===== config.mk =====
export PLATFORM = sky130hd
export DESIGN_NAME = rom_fifo_wr_ctrl
export DESIGN_NICKNAME = d
export VERILOG_FILES = /design/src/rtl/rom_fifo_wr_ctrl.sv
export SDC_FILE = /design/constraint.sdc
export NUM_CORES = 1
export LEC_CHECK = 0
export ABC_AREA = 1
export CORE_MARGIN = 5
export CORE_UTILIZATION = 56
export DETAILED_ROUTE_END_ITERATION = 16
export GPL_TIMING_DRIVEN = 1
export PLACE_DENSITY = 0.93
export SYNTH_ARGS = -nofsm -noshare
export SYNTH_HDL_FRONTEND = slang
export SYNTH_SLANG_ARGS = --single-unit

===== constraint.sdc =====
create_clock -name sys_clk -period 3.51 [get_ports sys_clk]
set_input_delay 0.5265 -clock sys_clk [delete_from_list [all_inputs] [get_ports sys_clk]]
set_output_delay 0.5265 -clock sys_clk [all_outputs]
set_load 0.01 [all_outputs]

===== src/rtl/rom_fifo_wr_ctrl.sv =====
// rtl/rom_fifo_wr_ctrl.sv - streams a ROM burst into the FIFO write port, absorbing ROM latency in a skid buffer
// Optional back-to-back burst mode: define ROM_FIFO_CTRL_LOOP_EN (adds input stop).
module rom_fifo_wr_ctrl #(
    parameter int ADDR_W  = 6,
    parameter int DATA_W  = 16,
    parameter int LEN_W   = 7,
    parameter int ROM_LAT = 1
) (
    input  logic              sys_clk,
    input  logic              rst,
    input  logic              start,
    input  logic [ADDR_W-1:0] start_addr,
    input  logic [LEN_W-1:0]  burst_len,
`ifdef ROM_FIFO_CTRL_LOOP_EN
    input  logic              stop,
`endif
    output logic [ADDR_W-1:0] rom_addra,
    input  logic [DATA_W-1:0] rom_douta,
    input  logic              fifo_full,
    input  logic              fifo_wr_rst_busy,
    output logic              fifo_wr_en,
    output logic [DATA_W-1:0] fifo_din,
    output logic              busy,
    output logic              done,
    output logic [LEN_W-1:0]  words_written
);
    localparam int SKID_D = ROM_LAT + 1;
    localparam int CNT_W  = $clog2(SKID_D + 1);

    typedef enum logic [1:0] {S_IDLE, S_WAIT, S_RUN, S_DONE} state_t;

    state_t             state;
    logic [ADDR_W-1:0]  addr;
    logic [LEN_W-1:0]   len;
    logic [LEN_W-1:0]   issued;
    logic [ROM_LAT-1:0] pipe;
    logic [DATA_W-1:0]  skid [0:SKID_D];
    logic [CNT_W-1:0]   skid_cnt;
    logic [CNT_W-1:0]   inflight;
    logic [CNT_W-1:0]   after_pop;
    logic [CNT_W-1:0]   pending;
    logic               issue;
    logic               push;
    logic               burst_end;
    logic               reload;

    always_comb begin
        inflight = '0;
        for (int i = 0; i < ROM_LAT; i++) begin
            inflight = inflight + CNT_W'(pipe[i]);
        end
    end

    assign push       = pipe[ROM_LAT-1];
    assign fifo_wr_en = (skid_cnt != '0) && !fifo_full && !fifo_wr_rst_busy;
    assign after_pop  = skid_cnt - CNT_W'(fifo_wr_en);
    // Counting this cycle's pop as a freed credit keeps one word per cycle when unstalled.
    assign pending    = inflight + after_pop;
    assign issue      = (state == S_RUN) && (issued < len) && (pending < CNT_W'(SKID_D));
    assign burst_end  = (state == S_RUN) && (issued == len) && (inflight == '0) && (after_pop == '0);
    assign rom_addra  = addr;
    assign fifo_din   = skid[0];

`ifdef ROM_FIFO_CTRL_LOOP_EN
    logic stop_req;

    always_ff @(posedge sys_clk) begin
        if (rst || state == S_IDLE) begin
            stop_req <= 1'b0;
        end else if (stop) begin
            stop_req <= 1'b1;
        end
    end

    assign reload = !(stop_req || stop);
`else
    assign reload = 1'b0;
`endif

    // Skid is a shift queue: entry 0 is the head, pushes land just behind the last valid entry.
    always_ff @(posedge sys_clk) begin
        if (rst) begin
            pipe     <= '0;
            skid_cnt <= '0;
            for (int i = 0; i <= SKID_D; i++) begin
                skid[i] <= '0;
            end
        end else begin
            pipe     <= (pipe << 1) | ROM_LAT'(issue);
            skid_cnt <= after_pop + CNT_W'(push);
            for (int i = 0; i < SKID_D; i++) begin
                if (push && CNT_W'(i) == after_pop) begin
                    skid[i] <= rom_douta;
                end else if (fifo_wr_en) begin
                    skid[i] <= skid[i+1];
                end
            end
        end
    end

    always_ff @(posedge sys_clk) begin
        if (rst) begin
            state         <= S_IDLE;
            addr          <= '0;
            len           <= '0;
            issued        <= '0;
            busy          <= 1'b0;
            done          <= 1'b0;
            words_written <= '0;
        end else begin
            if (fifo_wr_en) begin
                words_written <= words_written + LEN_W'(1);
            end
            if (issue) begin
                addr   <= addr + ADDR_W'(1);
                issued <= issued + LEN_W'(1);
            end
            case (state)
                S_IDLE: begin
                    done <= 1'b0;
                    if (start) begin
                        addr          <= start_addr;
                        len           <= burst_len;
                        issued        <= '0;
                        words_written <= '0;
                        busy          <= 1'b1;
                        state         <= S_WAIT;
                    end
                end
                S_WAIT: begin
                    if (!fifo_wr_rst_busy) begin
                        state <= S_RUN;
                    end
                end
                S_RUN: begin
                    if (burst_end) begin
                        busy  <= 1'b0;
                        done  <= 1'b1;
                        state <= S_DONE;
                    end
                end
                S_DONE: begin
                    done <= 1'b0;
                    if (reload) begin
                        addr          <= start_addr;
                        len           <= burst_len;
                        issued        <= '0;
                        words_written <= '0;
                        busy          <= 1'b1;
                        state         <= S_RUN;
                    end else begin
                        state <= S_IDLE;
                    end
                end
                default: state <= S_IDLE;
            endcase
        end
    end
endmodule


**Yosys cells after proc, flatten, opt, wreduce, memory -nomap -nowiden**

Memory sizes are Yosys's and may differ from the RTL's.
Cells that the tools add are included.

- Register bits: 34
- Bits in writable memories: 48
- Input port bits: 34
- Output and inout port bits: 32
- Logic and storage cells: 88
- Memories kept: 1

- Add/subtract/negate cells: 5
- Order comparisons: 2
- Eq/ne operators: 8
- Multiplexer cells: 37
- Bitwise logic cells: 4
- Reduce and logical (&&, ||, !) cells: 22

Memory list:

| memory | words | width | rd ports | clocked after Yosys merged registers in | wr ports | RTL line | source |
|---|---|---|---|---|---|---|---|
| skid | 3 | 16 | 3 | 0 | 3 | 37 | `logic [DATA_W-1:0] skid [0:SKID_D];` |

Operators by type and width:

| operator | number |
|---|---|
| $mux 16 | 4 |
| $mux 7 | 6 |
| $mux 1 | 18 |
| $mux 6 | 3 |
| $add 7x1->7 const B | 2 |
| $logic_and 1x1->1 | 9 |
| $pmux 2 s4 | 1 |
| $eq 7x7->1 | 1 |
| $lt 7x7->1 | 1 |
| $add 6x1->6 const B | 1 |
| $logic_not 2->1 | 3 |
| $mux 2 | 3 |
| $ne 2x2->1 const B | 3 |
| $reduce_and 3->1 | 2 |
| $reduce_bool 2->1 | 3 |
| $eq 2x2->1 const B | 2 |
| $or 1x1->1 | 4 |
| $pmux 1 s2 | 2 |
| $reduce_and 2->1 | 2 |
| $add 2x1->2 | 1 |
| $eq 1x2->1 const A | 1 |
| $eq 2x1->1 const B | 1 |
| $logic_not 1->1 | 2 |
| $lt 2x2->1 const B | 1 |
| other kinds (2) | 2 |

**Logic depth before layout (Yosys ltp)**

- Depth in word-level cells: 11
- Mapped depth: 16
- Gate-level depth less buffers: 15

**Worst setup path after synthesis**

No wires, ideal clock.

- Path type: input -> register
- Start: input fifo_wr_rst_busy
- End: memory skid[0][0] (enable)
- Library setup time: 0.375 ns
- Arrival: 1.875 ns
- Required time: 3.135 ns
- Setup slack: 1.260 ns
- Stages on the path: 10
- Path buffers: 0
- Path through: nor2_1 > o21ai_2 > inv_2 > ha_1 > inv_1 > nand2_1 > nand2_2 > nor2_2 > nand2_2 > nand3_1

RTL lines:

| item | RTL line | source |
|---|---|---|
| start, declared | 20 | `input logic fifo_wr_rst_busy,` |
| end, declared | 37 |  |

==> metrics <==
crit path max-delay cell type=clkdlybuf4s50_1; power consumption=2.63 mW; CP Data Arrival Time=2.85 ns; CP Launch Type=input port; Setup CP Type=in -> reg; CP Cell Sequence=clkdlybuf4s50_1 > nor2_1 > o21ai_2 > inv_2 > ha_1 > inv_1 > nand2_1 > nand2_2 > nor2_2 > nand2_2 > nand3_1 > buf_4 > nand2_1 > o211ai_1 > inv_1; total CTS buffers=9; CP bufs+invs=5; WHS=0.469 ns; Cell Pwr Density=623 nW/um^2; Syn Inst Count=409; most common cell after layout, fill and taps aside=nand2_1; Fin Clk Skew=0.00806 ns; Die Width=88.3 um; Post-CTS Resized=0; clk buf depth=2; CP Max Fanout=13; final cell count without fillers=540; CTS tree=yes; Post-synth EDFFs=32; vias post-DR=2826; Synth Area per Inst=8.39 um^2; WL per Instance=13.9 um; #FFs+latches synth=66; Top delay family on crit path=buffers and inverters; IO Port Bufs=65; worst r2r src=skid_cnt[1]; Max-Cap Viols=0; n_diodes=0; LEAKAGE=1.83 nW; CTS Hold Bufs=0; GRT Overall Usage=20.2%; # clock sinks=66; Routed met1 length=2980 um; Routed WL=7500 um; most frequent cells in the layout=68 x nand2_1, 65 x clkdlybuf4s50_1, 60 x inv_1, 46 x nor2_1, 34 x dfxtp_1; setup TNS=0 ns; RSZ-0062 raised after global routing=false; synthesized area=3430 um^2; R2R Path End=skid[0][9]; clk_lat worst skew=0.35 ns; GRT overflow=0; HPWL after DPL=5460 um; status=complete, no violations; die area=7800 um^2; Synth warnings=0; worst endpoint required time=3.61 ns; metal3 WL=461 um; initial cell density of the core=57.6%; Ports=66; synth unique cells=30; vias in the first global route=2777; placed insts=524; initial drt markers=153; met2 WL=3920 um; final hold viol count=0; Rows=28; vias per cell=5.23; core area=5960 um^2; post-route ant nets=0; register area share after synthesis=47.8%; DR pass1 iterations=6; Worst setup EP type=flip-flop; initial antenna violation count=0; layout cell share with drive strength beyond 1=9.03%; maximum clock rate=0.364 GHz; setup repair bufs after CTS=0; final setup fails=0; area grow syn2layout=23.0%; first-pass GRT wire length=12200 um; Reg clk slew, reported paths=0.07 ns; WP depth=15; FILL cells=439; DR DRC count=0; largest net degree at the start of global routing=21; worst hold path class=reg -> reg; worst-margin pin slew=0.729 ns; chip height=88.3 um; gpl congestion=0.883; fin util=70.9%; CP Capture Point=skid[0][9]; max-slew violation count=0; part of the cycle the worst path needs=78.3%; Top Metal Used=met4; Period minus WS final=2.75 ns; root buf cell=clkbuf_8; most common flop cell mapped by yosys=dfxtp_1; Relative slew margins=51.3%; VDD IR max=366 uV; worst-case reg-to-reg path depth=11; net count after synthesis=458; delay of the slowest critical-path stage=0.42 ns; CTS H-Tree Depth=3; launch point of the worst path=fifo_wr_rst_busy; Async S/R FF share, synth=0%; Final nets=509; Worst R2R Setup Slack=0.95 ns
==> Yosys cell counts (all sizes together) (5+ instances only) <==
master	instances	area share, %
a21oi	32	5.1
buf	27	5.5
dfxtp	34	20
edfxtp	32	28
ha	15	5.5
inv	66	7.2
nand2	75	8.7
nand3	21	3.4
nand4	8	1.5
nor2	52	6.7
nor3	5	0.73
o21ai	28	4.2
xor2	9	2.3
==> flip-flops by register name, summed over array words and instances (netlist names) <==
register	flops
busy	1
done	1
issued	7
len	7
pipe	1
rom_addra	6
skid	32
skid_cnt	2
state	2
words_written	7
==> how the worst min path moves through the flow <==
stage | cells past startpoint | from | slack (ns) | endpoint
4_1_cts | 2 | len[3] | 0.47 | len[3]
3_3_place_gp | 2 | done | 0.45 | done
2_1_floorplan | 2 | len[4] | 0.43 | len[4]
5_1_grt | 2 | len[2] | 0.50 | len[2]
6_report | 2 | len[3] | 0.47 | len[3]
3_5_place_dp | 2 | len[3] | 0.46 | len[3]
==> routing by layer <==
metal	up-vias	global-route usage [%]
met5	-	0
met4	0	8.10
met3	20	4.66
met2	114	37.9
met1	1280	21.7
li1	1412	-
==> report_power, final <==
| part | total, mW | switching (mW) | internal (mW) |
|---|---|---|---|
| logic | 0.886 | 0.514 | 0.371 |
| clock network | 0.699 | 0.301 | 0.398 |
| registers | 1.05 | 0.0883 | 0.959 |
| total | 2.63 | 0.904 | 1.73 |
==> logic make-up (layout without fill, tap and decap cells) <==
family	count (synthesis)	count (layout)	synth area share [%]
AOI/OAI and AO/OA	63	63	9.95
and+or+nand+nor	163	163	21.8
buffers and inverters	93	149	12.7
xor gates and xnor gates	9	9	2.30
adders and majority gates	15	15	5.47
DFF	66	66	47.8
==> layout make-up <==
class / count / area [um^2] / share of cell area (%)
flip-flops and latches: 66 / 1640 / 38.9
repair buffers: 67 / 666 / 15.8
well taps: 75 / 93.8 / 2.22
clock buffers: 9 / 124 / 2.93
clock inverters: 7 / 93.8 / 2.22
multi-input cells: 250 / 1360 / 32.1
inverters: 66 / 248 / 5.87
==> through the flow <==
stage	instance area, um^2	setup WS [ns]
3_5_place_dp	4000	0.450
6_report	4220	0.763
5_1_grt	4220	0.569
4_1_cts	4220	0.810
3_3_place_gp	4000	0.614
2_1_floorplan	3430	1.26
==> worst min-delay path: stages, from the launching register on <==
cell and delay, ns:
dfxtp_1 0.30, inv_1 0.07, a21oi_1 0.06
(Power assumes the default switching activity.)
